`src/rtl/rv32i_pkg.sv`:
```
// Shared definitions for the rv32i front end.
// Fetch state encoding, NOP word and PC step.
package rv32i_pkg;

    localparam logic [31:0] NOP              = 32'h0000_0013;
    localparam logic [31:0] PC_STEP          = 32'd4;
    localparam logic [31:0] DEFAULT_RESET_PC = 32'h0000_0000;

    localparam logic [2:0] FS_REQ   = 3'd0;
    localparam logic [2:0] FS_WAIT  = 3'd1;
    localparam logic [2:0] FS_HOLD  = 3'd2;
    localparam logic [2:0] FS_DRAIN = 3'd3;
    localparam logic [2:0] FS_HALT  = 3'd4;

    typedef enum logic [2:0] {
        F_REQ   = FS_REQ,
        F_WAIT  = FS_WAIT,
        F_HOLD  = FS_HOLD,
        F_DRAIN = FS_DRAIN,
        F_HALT  = FS_HALT
    } fetch_state_e;

endpackage

```
`src/rtl/fetch_pc.sv`:
```
// Program counter for the fetch stage.
// Holds, steps by one word, or loads a redirect target.
module fetch_pc
    import rv32i_pkg::*;
#(
    parameter logic [31:0] RESET_PC = DEFAULT_RESET_PC
) (
    input  logic        clock,
    input  logic        reset_n,
    input  logic        load_i,
    input  logic        incr_i,
    input  logic [31:0] target_i,
    output logic [31:0] pc_o,
    output logic        target_aligned_o
);

    logic [31:0] pc_q;
    logic [31:0] pc_d;

    assign target_aligned_o = (target_i[1:0] == 2'b00);
    assign pc_o             = pc_q;

    // load and incr are never raised together by the fetch FSM
    always_comb begin
        pc_d = pc_q;
        unique case (1'b1)
            load_i:  pc_d = target_i;
            incr_i:  pc_d = pc_q + PC_STEP;
            default: pc_d = pc_q;
        endcase
    end

    always_ff @(posedge clock or negedge reset_n) begin
        if (!reset_n) begin
            pc_q <= RESET_PC;
        end else begin
            pc_q <= pc_d;
        end
    end

endmodule

```
`src/rtl/instruction_fetch.sv`:
```
// Fetch stage: one outstanding imem read, registered word to decode.
// Redirects flush in-flight fetches; misaligned targets halt fetch.
module instruction_fetch
    import rv32i_pkg::*;
#(
    parameter logic [31:0] RESET_PC = DEFAULT_RESET_PC
) (
    input  logic        clock,
    input  logic        reset_n,
    output logic        imem_req_valid,
    input  logic        imem_req_ready,
    output logic [31:0] imem_addr,
    input  logic        imem_rsp_valid,
    input  logic [31:0] imem_rsp_data,
    input  logic        redirect_valid,
    input  logic [31:0] redirect_pc,
    output logic        instr_valid,
    input  logic        instr_ready,
    output logic [31:0] instruction,
    output logic [31:0] instr_pc,
    output logic        fetch_misaligned
);

    fetch_state_e state_q;
    fetch_state_e state_d;
    logic         armed_q;
    logic [31:0]  instr_q;
    logic [31:0]  instr_d;
    logic [31:0]  ipc_q;
    logic [31:0]  ipc_d;
    logic         mis_q;
    logic         mis_d;

    logic [31:0]  pc;
    logic         pc_load;
    logic         pc_incr;
    logic         tgt_aligned;
    logic         redir_ok;
    logic         redir_bad;
    logic         req_fire;

    fetch_pc #(
        .RESET_PC(RESET_PC)
    ) u_pc (
        .clock           (clock),
        .reset_n         (reset_n),
        .load_i          (pc_load),
        .incr_i          (pc_incr),
        .target_i        (redirect_pc),
        .pc_o            (pc),
        .target_aligned_o(tgt_aligned)
    );

    assign redir_ok  = redirect_valid && tgt_aligned;
    assign redir_bad = redirect_valid && !tgt_aligned;

    // armed_q keeps the request low during the first cycle after reset release
    assign imem_req_valid   = (state_q == F_REQ) && armed_q;
    assign imem_addr        = pc;
    assign req_fire         = imem_req_valid && imem_req_ready;
    assign instr_valid      = (state_q == F_HOLD);
    assign instruction      = instr_q;
    assign instr_pc         = ipc_q;
    assign fetch_misaligned = mis_q;

    always_comb begin
        state_d = state_q;
        instr_d = instr_q;
        ipc_d   = ipc_q;
        mis_d   = mis_q;
        pc_load = 1'b0;
        pc_incr = 1'b0;
        unique case (state_q)
            F_REQ: begin
                if (redir_ok) begin
                    pc_load = 1'b1;
                    state_d = req_fire ? F_DRAIN : F_REQ;
                end else if (redir_bad) begin
                    mis_d   = 1'b1;
                    state_d = req_fire ? F_DRAIN : F_HALT;
                end else if (req_fire) begin
                    state_d = F_WAIT;
                end
            end
            F_WAIT: begin
                if (redir_ok) begin
                    pc_load = 1'b1;
                    state_d = imem_rsp_valid ? F_REQ : F_DRAIN;
                end else if (redir_bad) begin
                    mis_d   = 1'b1;
                    state_d = imem_rsp_valid ? F_HALT : F_DRAIN;
                end else if (imem_rsp_valid) begin
                    instr_d = imem_rsp_data;
                    ipc_d   = pc;
                    pc_incr = 1'b1;
                    state_d = F_HOLD;
                end
            end
            F_HOLD: begin
                if (redir_ok) begin
                    pc_load = 1'b1;
                    state_d = F_REQ;
                end else if (redir_bad) begin
                    mis_d   = 1'b1;
                    state_d = F_HALT;
                end else if (instr_ready) begin
                    state_d = F_REQ;
                end
            end
            F_DRAIN: begin
                if (redir_ok) begin
                    pc_load = 1'b1;
                    mis_d   = 1'b0;
                end else if (redir_bad) begin
                    mis_d   = 1'b1;
                end
                if (imem_rsp_valid) begin
                    state_d = mis_d ? F_HALT : F_REQ;
                end
            end
            F_HALT: begin
                if (redir_ok) begin
                    pc_load = 1'b1;
                    mis_d   = 1'b0;
                    state_d = F_REQ;
                end else if (redir_bad) begin
                    mis_d   = 1'b1;
                end
            end
            default: state_d = F_REQ;
        endcase
    end

    always_ff @(posedge clock or negedge reset_n) begin
        if (!reset_n) begin
            state_q <= F_REQ;
            armed_q <= 1'b0;
            instr_q <= NOP;
            ipc_q   <= 32'h0000_0000;
            mis_q   <= 1'b0;
        end else begin
            state_q <= state_d;
            armed_q <= 1'b1;
            instr_q <= instr_d;
            ipc_q   <= ipc_d;
            mis_q   <= mis_d;
        end
    end

endmodule

```
`config.mk`:
```
export PLATFORM = sky130hd
export DESIGN_NAME = instruction_fetch
export DESIGN_NICKNAME = d
export VERILOG_FILES = /design/src/rtl/rv32i_pkg.sv /design/src/rtl/fetch_pc.sv /design/src/rtl/instruction_fetch.sv
export SDC_FILE = /design/constraint.sdc
export NUM_CORES = 1
export LEC_CHECK = 0
export BUFFER_PORTS_ARGS = -buffer_cell sky130_fd_sc_hd__buf_2
export CAP_MARGIN = 20
export CORE_MARGIN = 2
export CORE_UTILIZATION = 50
export DETAILED_ROUTE_END_ITERATION = 10
export GPL_ROUTABILITY_DRIVEN = 1
export PLACE_DENSITY_LB_ADDON = 0.25
export SLEW_MARGIN = 20
export SYNTH_ARGS = -nofsm -noshare
export SYNTH_HDL_FRONTEND = slang
export SYNTH_SLANG_ARGS = --single-unit
```
`constraint.sdc`:
```
create_clock -name clock -period 2.6 [get_ports clock]
set_input_delay 0.65 -clock clock [delete_from_list [all_inputs] [get_ports clock]]
set_output_delay 0.65 -clock clock [all_outputs]
set_load 0.02 [all_outputs]
```
==> impl_results.md <==
- Int Power: 0.00366 W
- Mapped Cells: 533
- Pre-CTS WS: 166 ps
- Die H: 101 um
- Yosys cell types: 60
- CP Capture Type: primary output
- Arrival time worst endpoint: 1760 ps
- Fin Hold WS: 234 ps
- Synth Area per Inst: 8.86 um2
- Clock Root Buffer: clkbuf_8
- VDD IR max: 0.541 mV
- Number of buffers created by CTS: 9
- Number of hold buffers added after CTS: 0
- DRT iter0 DRCs: 267
- CTS H-tree lvls: 3
- CP startpoint kind: register
- All-Layer GR Usage: 0.258
- TritonRoute pass-1 iters: 7
- Hold WC Path Type: primary input to async pin
- # DRC: 0
- Reg power frac: 0.426
- Nets: 775
- WS Path Type: register to primary output
- EDFF count, synth: 0
- CP max FO: 13
- GRT met3 Usage: 0.0435
- Final Max Tran Viols: 0
- Async set-reset flop share out of synthesis: 1.00
- Vias in the first global route: 4371
- Clock Power Share: 0.143
- Area delta synth->final: 26.4%
- Initial Utilization: 0.513
- Slowest-stage cell, CP: nor4b_1
- Period Utilization, post-route: 0.925
- ANT nets after route: 0
- Grt total ovfl: 0
- Worst Clk Skew: 13.8 ps
- Syn nets: 604
- Largest net degree at the start of global routing: 40
- Mux share of post-synthesis cell area: 0.00848
- Vias: 4615
- Max-Cap Viols: 0
- Actual slew at the worst max-slew pin: 602 ps
- Simple-Gate Fraction of Synth Area: 0.294
- Wire length per cell: 16.1 um
- Routed WL: 13.2 mm
- CTS clk-pin slew, worst paths: 110 ps
- Setup slack after layout: 195 ps
- RSZ-0062 raised after global routing: no
- Worst path max stage delay: 590 ps
- Die area: 10200 um2
- Core Box Area: 9200 um2
- Status: complete, no violations
- Final Critical Period: 2410 ps
- Setup_tns: 0 ps
- Data required, critical path: 1950 ps
- Diodes inserted: 0
- Leak: 3.10 nW
- Endpoints failing setup: 0
- Share of layout cells above drive strength 1: 0.307
- Area of the multi-input gates: 2040 um2
- Routability cong.: 0.900
- Via density: 5.63
- Adder-Cell Fraction of Synth Area: 0.00265
- Compound-cell area share of the yosys netlist: 0.120
- Fmax: 416 MHz
- Number of fill cells in the layout: 818
- Num ports: 169
- Finished Core Util: 0.649
- Switching power: 0.00307 W
- Met2 usage: 0.425
- CTS max path bufs: 2
- PortBufs: 168
- Busiest grt layer: met2
- Met1 Use GR: 0.347
- Slew headroom: 0.593
- PwrDens: 1130 nW/um2
- Post-synthesis sequential area ratio: 0.536
- FP Rows: 35
- First-pass GRT wire length: 20.9 mm
- Yosys reg bits: 101
- Clk_lat worst skew: 370 ps
- Largest family of logic cells by synthesized area: simple AND/OR/NAND/NOR gates
- Switching Share: 0.457
- TritonCTS clock tree: built
- Ys flop type: dfrtp_1
- Synth Area in XOR/XNOR: 0.00371
- Hold Fails Final Rpt: 0
- Placed wire-length estimate: 9.59 mm
- Initial antenna violation count: 0
- Logic pwr share: 0.430
- Setup Buffers After CTS: 0
- CTS Sinks: 101
- Synthesized cell area: 4720 um2
- Seq. cell area: 2530 um2
- CTS resizes: 0
- Chip width: 101 um
- Yosys warns: 0
- Critical-path cell list: nor4b_1 > buf_2
[critical path: cells and delay by family, from the launching register on]
kind          cells  cell delay (ps)
simple gates      1              590
flops             1              520
buf+inv           1              280
[power groups by stage]
stage | clock network, W | logic [W] | registers, W
after floorplan | 0 | 0.00104 | 0.00356
after global placement | 0 | 0.00285 | 0.00285
after detailed placement | 0 | 0.00291 | 0.00289
after CTS | 0.000982 | 0.00292 | 0.00286
after global routing | 0.00104 | 0.00318 | 0.00297
final | 0.000965 | 0.00290 | 0.00287
[cell families after synthesis]
logic type / Yosys count
multiplexers: 4
AO/OA/AOI/OAI: 78
buffers and inverters: 41
other: 1
AND/OR/NAND/NOR: 305
adder cells (fa/ha/maj): 1
flip-flops: 101
XOR/XNOR: 2
[routing by layer]
layer,up-vias,part of all wire
li1,2192,-
met1,2220,0.43
met2,190,0.49
met3,13,0.071
met4,0,0.0076
met5,-,0
[cells in the final DEF, fill, tap and decap left out, types with 5 or more instances in the layout]
master,synthesis,layout
nand2_1,204,203
buf_2,5,167
dfrtp_1,98,98
buf_4,0,25
nand3_1,23,23
o21ai_0,15,15
nand4_1,11,11
o211ai_1,10,10
nor3_1,9,9
clkbuf_8,0,9
inv_1,8,8
or4_1,8,8
nor2_1,8,7
a21oi_1,7,7
a22oi_1,7,7
nor4_1,6,6
and3_1,5,5
o311ai_1,5,5
[synthesized netlist by cell type (all sizes together), types with 8 or more instances]
| master | number | area (um2) |
|---|---|---|
| o311ai | 9 | 78.8 |
| nor2 | 9 | 36.3 |
| dfrtp | 98 | 2450 |
| o21ai | 15 | 75.1 |
| clkbuf | 27 | 103 |
| o211ai | 10 | 75.1 |
| nand4 | 11 | 68.8 |
| nand3 | 23 | 115 |
| nor3 | 9 | 45.0 |
| nand2 | 204 | 766 |
| inv | 8 | 30.0 |
| or4 | 8 | 60.1 |
[final timing paths]
path / slack, ps / depth (start not counted) / from / to
worst max-delay path: 190 / 2 / state_q[0] / imem_req_valid
worst min-delay path: 230 / 1 / reset_n / instr_pc[0]
worst max register to register: 420 / 4 / u_pc.pc_o[8] / u_pc.pc_o[23]
worst min register to register: 470 / 2 / instruction[4] / instruction[4]
max in group asynchronous: 1680 / 2 / reset_n / u_pc.pc_o[4]
min in group clock: 460 / 3 / imem_rsp_data[0] / instruction[0]
[state kept, by name, summed over array words and instances (netlist names)]
name,flops
u_pc.pc_o,32
instr_pc,32
instruction,32
fetch_misaligned,1
state_q,3
armed_q,1
[final cells by class]
type | instances | area share
sequential | 101 | 0.424
multi-input combinational | 391 | 0.342
timing repair buffer | 193 | 0.175
tap | 111 | 0.0233
clock buffer | 10 | 0.0214
clock inverter | 6 | 0.00944
inverter | 8 | 0.00503
[per-stage QoR]
stage,area [um2],std cells,power [W]
3_5_place_dp,5780,804,0.00580
2_1_floorplan,4720,533,0.00460
5_1_grt,5970,820,0.00719
3_3_place_gp,5780,804,0.00571
4_1_cts,5970,820,0.00676
6_report,5970,820,0.00673
No activity file was read; power rests on OpenSTA's default activity.
